$ cat src/rtl/clkgate_ctrl_pkg.sv
// Shared types and constants for the multi-channel clock-gating controller.
// Channel FSM encoding, wake counter width and the channel-count ceiling.
package clkgate_ctrl_pkg;

    typedef enum logic [1:0] {
        ST_OFF   = 2'd0,
        ST_WAKE  = 2'd1,
        ST_ON    = 2'd2,
        ST_DRAIN = 2'd3
    } ch_state_t;

    localparam int WAKE_CNT_W = 4;
    localparam int MAX_CH     = 16;

endpackage

$ cat src/rtl/OPENROAD_CTRLGATE.sv
// Behavioural model of the latch-based integrated clock gate cell.
// Enable is captured while CK is low, so GCK can only ever carry whole CK high phases.
module OPENROAD_CTRLGATE (
    input  logic CK,
    input  logic E,
    output logic GCK
);

    logic en_lat_r;

    // Transparent-low enable latch: opaque for the whole CK high phase.
    always_latch begin
        if (!CK) begin
            en_lat_r <= E;
        end
    end

    assign GCK = CK & en_lat_r;

endmodule

$ cat src/rtl/clkgate_ctrl_ch.sv
// One gated-clock channel: req/ack handshake FSM, wake and drain counters,
// registered ack/busy/enable and the glitch-free gate cell driving GCK.
module clkgate_ctrl_ch #(
    parameter int WAKE_CYC = 2,
    parameter int HOLD_W   = 4
) (
    input  logic              CK,
    input  logic              RN,
    input  logic              req,
    input  logic [HOLD_W-1:0] hold,
    input  logic              force_on,
    input  logic              test_en,
    output logic              ack,
    output logic              busy,
    output logic              GCK
);

    import clkgate_ctrl_pkg::*;

    localparam logic [WAKE_CNT_W-1:0] WAKE_LOAD = WAKE_CNT_W'(WAKE_CYC - 1);

    ch_state_t               state_r;
    ch_state_t               state_nxt_s;
    logic [WAKE_CNT_W-1:0]   wake_cnt_r;
    logic [WAKE_CNT_W-1:0]   wake_cnt_nxt_s;
    logic [HOLD_W-1:0]       drain_cnt_r;
    logic [HOLD_W-1:0]       drain_cnt_nxt_s;
    logic                    ack_r;
    logic                    busy_r;
    logic                    en_r;

    // Next-state and counter logic; the drain count is latched from hold only on entry.
    always_comb begin
        state_nxt_s     = state_r;
        wake_cnt_nxt_s  = wake_cnt_r;
        drain_cnt_nxt_s = drain_cnt_r;
        case (state_r)
            ST_OFF: begin
                if (req) begin
                    state_nxt_s    = ST_WAKE;
                    wake_cnt_nxt_s = WAKE_LOAD;
                end else begin
                    state_nxt_s    = ST_OFF;
                end
            end
            ST_WAKE: begin
                if (!req) begin
                    state_nxt_s     = ST_DRAIN;
                    drain_cnt_nxt_s = hold;
                end else if (wake_cnt_r == {WAKE_CNT_W{1'b0}}) begin
                    state_nxt_s     = ST_ON;
                end else begin
                    wake_cnt_nxt_s  = wake_cnt_r - WAKE_CNT_W'(1);
                end
            end
            ST_ON: begin
                if (!req) begin
                    state_nxt_s     = ST_DRAIN;
                    drain_cnt_nxt_s = hold;
                end else begin
                    state_nxt_s     = ST_ON;
                end
            end
            ST_DRAIN: begin
                // Clock is still running here, so a re-request skips the wake delay.
                if (req) begin
                    state_nxt_s     = ST_ON;
                end else if (drain_cnt_r == {HOLD_W{1'b0}}) begin
                    state_nxt_s     = ST_OFF;
                end else begin
                    drain_cnt_nxt_s = drain_cnt_r - HOLD_W'(1);
                end
            end
            default: begin
                state_nxt_s     = ST_OFF;
                wake_cnt_nxt_s  = {WAKE_CNT_W{1'b0}};
                drain_cnt_nxt_s = {HOLD_W{1'b0}};
            end
        endcase
    end

    // State, counters and registered outputs; outputs derive from the next state
    // so ack, busy and the gate enable share one edge of latency with the FSM.
    always_ff @(posedge CK or negedge RN) begin
        if (!RN) begin
            state_r     <= ST_OFF;
            wake_cnt_r  <= {WAKE_CNT_W{1'b0}};
            drain_cnt_r <= {HOLD_W{1'b0}};
            ack_r       <= 1'b0;
            busy_r      <= 1'b0;
            en_r        <= 1'b0;
        end else begin
            state_r     <= state_nxt_s;
            wake_cnt_r  <= wake_cnt_nxt_s;
            drain_cnt_r <= drain_cnt_nxt_s;
            ack_r       <= (state_nxt_s == ST_ON);
            busy_r      <= (state_nxt_s != ST_OFF);
            en_r        <= (state_nxt_s != ST_OFF) | force_on | test_en;
        end
    end

    assign ack  = ack_r;
    assign busy = busy_r;

    OPENROAD_CTRLGATE u_gate (
        .CK  (CK),
        .E   (en_r),
        .GCK (GCK)
    );

endmodule

$ cat src/rtl/clkgate_ctrl.sv
// Multi-channel clock-gating controller: N_CH independent gated clocks, each with
// its own handshake FSM; busy reports any channel not in OFF.
module clkgate_ctrl #(
    parameter int N_CH     = 4,
    parameter int WAKE_CYC = 2,
    parameter int HOLD_W   = 4
) (
    input  logic              CK,
    input  logic              RN,
    input  logic [N_CH-1:0]   req,
    input  logic [HOLD_W-1:0] hold,
    input  logic              force_on,
    input  logic              test_en,
    output logic [N_CH-1:0]   ack,
    output logic [N_CH-1:0]   GCK,
    output logic              busy
);

    import clkgate_ctrl_pkg::*;

    logic [N_CH-1:0] busy_s;

    if ((N_CH < 1) || (N_CH > MAX_CH)) begin : g_bad_n_ch
        $error("clkgate_ctrl: N_CH out of range");
    end

    for (genvar ch = 0; ch < N_CH; ch++) begin : g_ch
        clkgate_ctrl_ch #(
            .WAKE_CYC (WAKE_CYC),
            .HOLD_W   (HOLD_W)
        ) u_ch (
            .CK       (CK),
            .RN       (RN),
            .req      (req[ch]),
            .hold     (hold),
            .force_on (force_on),
            .test_en  (test_en),
            .ack      (ack[ch]),
            .busy     (busy_s[ch]),
            .GCK      (GCK[ch])
        );
    end

    // Each term is already registered inside its channel.
    assign busy = |busy_s;

endmodule

$ cat config.mk
export PLATFORM = sky130hd
export DESIGN_NAME = clkgate_ctrl
export DESIGN_NICKNAME = d
export VERILOG_FILES = /design/src/rtl/clkgate_ctrl_pkg.sv /design/src/rtl/OPENROAD_CTRLGATE.sv /design/src/rtl/clkgate_ctrl_ch.sv /design/src/rtl/clkgate_ctrl.sv
export SDC_FILE = /design/constraint.sdc
export NUM_CORES = 1
export LEC_CHECK = 0
export BUFFER_PORTS_ARGS = -buffer_cell sky130_fd_sc_hd__buf_2
export CELL_PAD_IN_SITES_DETAIL_PLACEMENT = 0
export CELL_PAD_IN_SITES_GLOBAL_PLACEMENT = 1
export CORE_MARGIN = 2
export CORE_UTILIZATION = 40
export CTS_BUF_LIST = sky130_fd_sc_hd__clkbuf_4 sky130_fd_sc_hd__clkbuf_8
export DETAILED_ROUTE_END_ITERATION = 6
export PLACE_DENSITY = 0.7
export SLEW_MARGIN = 20
export SYNTH_ARGS = -nofsm -noshare
export SYNTH_HDL_FRONTEND = slang
export SYNTH_SLANG_ARGS = --single-unit
$ cat constraint.sdc
create_clock -name CK -period 1.5 [get_ports CK]
set_input_delay 0.225 -clock CK [delete_from_list [all_inputs] [get_ports CK]]
set_output_delay 0.225 -clock CK [all_outputs]
set_load 0.05 [all_outputs]
==> qor.yml <==
timing.final.hold_violations: 0
powerDensity_nw_per_um2: 2154
viasPerCell: 5.212
setup_viol: 44
row_count: 33
fin_area_um2: 5154
synth_area_leader_cell: "dfrtp_1"
synthFlopType: "dfrtp_1"
ys_ff_latch: 56
crit_path_end_kind: "output port"
worst_slack_ns: -0.5808
wl_met1_um: 3700
final_cell_mix: "buf_4, dfrtp_1, inv_2"
num_io_pins: 21
grt-ovfl-total: 0
die_area_um2: 9125
clkTransAtPathRegs_ns: 0.11
cp-start-kind: "latch"
die_height_um: 95.53
violations: "setup timing"
grt_antenna_before_repair: 0
start_util: 0.4099
ant_nets: 0
area_growth_pct: 53.81
drv_cap: 0
avgRoutedWirePerCell_um: 14.13
placed_area_um2: 4154
met2_length_um: 4186
ir_drop_v: 0.001164
syn_inst: 355
yosysUniqueCellTypes: 49
wl_met3_um: 245
dr.pass1.iters: 4
synth_async_sr_flop_share: 0.9286
setup.worst_path.class: "latch to output port"
critPathRequiredTime_ns: 1.27
slew-limit-headroom: 0.6810
path_max_fanout: 1
hold_ws_ns: 0.07768
gp_congestion: 0.7648
drt_iter0_drc: 74
drive_gt1_frac: 0.5530
clock_skew_ns: 0.006274
synth.area.top_cells: "dfrtp_1, ha_1, o21ai_0"
grt_pass1_vias: 2921
ys_warn_count: 0
final_util: 0.6304
grt_pass1_wl_um: 13200
status: "complete, but fails checks"
avgSynthCellArea_um2: 9.439
arrival_ns: 1.86
place.port_buffers: 20
routed_wl_um: 8282
final_common_cell: "buf_4"
grt_max_degree: 21
clk_latency_ns: 0.42
syn-cell-area_um2: 3351
synthesis.nets: 395
highest_layer: "met4"
synth_edf_count: 0
core_region_area_um2: 8175
cts_tree: "yes"
routed-via-count: 3054
antenna_cells: 0
die_x_um: 95.53
grt_setup_unrepaired: "yes"
grt_usage: 0.1882
drc: 0
tightest_slew_ns: 0.4785
synth_top_area_frac: 0.3883
leakage_nw: 2.300
hold_class: "input pin to register"
final_nets: 520
drv_slew: 0
dp_hpwl_um: 5305
-- critical path: stages (launching register included) --
cell and delay, ns:
dlxtn_2 0.41, and2_4 0.13, buf_8 0.13
-- synth_stat cells (2+ instances only) --
library cell,number
a211oi_1,3
a21boi_0,2
a21oi_1,9
a221oi_2,2
a22o_1,10
a22oi_1,3
a31o_2,4
a31oi_1,3
and2_1,5
and3_1,2
buf_2,5
buf_4,10
clkbuf_1,2
dfrtp_1,52
dlxtn_1,4
ha_1,28
inv_1,41
mux2i_1,6
nand2_1,24
nand2b_1,10
nand3_1,11
nand4_1,2
nor2_1,19
nor3_1,6
nor3b_1,6
nor4_1,2
o211ai_1,8
o21ai_0,36
o21bai_1,4
o221a_2,6
o22ai_1,4
o31a_2,2
or3_1,4
or3b_1,2
or3b_4,3
or4_1,2
-- layer usage --
layer,up-vias,global-route usage
met1,1494,0.2287
li1,1512,-
met4,0,0.08333
met3,13,0.04822
met2,35,0.3135
met5,-,0
-- repair_timing --
| action | in CTS | in global routing |
|---|---|---|
| hold buffers | 1 | 0 |
| setup buffers | 15 | 15 |
| endpoints found under the hold margin | 15 | 0 |
| endpoints found under the setup margin | 53 | 56 |
| pin swaps | 28 | 34 |
| resized for setup | 93 | 68 |
-- kinds of logic (layout without fill, tap and decap cells) --
| logic type | Yosys count | after routing | share of synthesized area |
|---|---|---|---|
| AOI/OAI and AO/OA | 105 | 105 | 0.2285 |
| DFF | 52 | 52 | 0.3884 |
| muxes | 6 | 6 | 0.01792 |
| and+or+nand+nor | 102 | 102 | 0.1647 |
| buffers and inverters | 58 | 184 | 0.07804 |
| adders and majority gates | 28 | 28 | 0.1046 |
| latches | 4 | 4 | 0.01792 |
-- where the power goes --
part / total [mW] / internal, mW / leakage, nW / switching [mW]
registers: 2.54 / 2.06 / 0.662 / 0.476
clock network: 2.32 / 1.17 / 0.135 / 1.16
logic: 6.24 / 3.39 / 1.50 / 2.84
total: 11.1 / 6.63 / 2.30 / 4.47
-- cell type report --
| cell class | instances | area (µm²) |
|---|---|---|
| multi-input cells | 241 | 2271 |
| well taps | 105 | 131.4 |
| fillers | 683 | 3022 |
| flip-flops and latches | 56 | 1368 |
| clock inverters | 3 | 47.55 |
| repair buffers | 127 | 996.0 |
| clock buffers | 13 | 183.9 |
| inverters | 41 | 156.4 |
-- path summary, 6_finish.rpt --
check / depth (start not counted) / slack [ns] / endpoint / startpoint
min in group asynchronous: 2 / 0.27 / g_ch[2].u_ch.wake_cnt_r[1] / RN
hold reg to reg: 0 / 0.47 / g_ch[2].u_ch.u_gate.en_lat_r / g_ch[2].u_ch.en_r
setup reg to reg: 6 / -0.21 / g_ch[1].u_ch.en_r / g_ch[1].u_ch.wake_cnt_r[0]
max in group asynchronous: 3 / 0.74 / g_ch[3].u_ch.state_r[0] / RN
setup / recovery: 2 / -0.58 / GCK[0] / g_ch[0].u_ch.u_gate.en_lat_r
hold / removal: 3 / 0.08 / g_ch[3].u_ch.en_r / test_en
-- state kept, by name, indices dropped and copies added (netlist names) --
| name | count |
|---|---|
| g_ch.u_ch.ack | 4 |
| g_ch.u_ch.state_r | 8 |
| g_ch.u_ch.wake_cnt_r | 16 |
| g_ch.u_ch.drain_cnt_r | 16 |
| g_ch.u_ch.busy | 4 |
| g_ch.u_ch.en_r | 4 |
| g_ch.u_ch.u_gate.en_lat_r | 4 |
-- stage by stage --
stage / power [mW] / setup slack (ns) / TNS [ns] / std cells
after floorplan: 5.928 / -0.1151 / -1.125 / 355
after global placement: 7.485 / -0.1849 / -3.474 / 545
after detailed placement: 7.572 / -0.1946 / -3.979 / 545
after CTS: 10.25 / -0.6023 / -4.375 / 572
after global routing: 11.92 / -0.6224 / -7.886 / 586
final: 11.10 / -0.5808 / -4.819 / 586
Note: power is estimated with default switching activity, not from simulation.
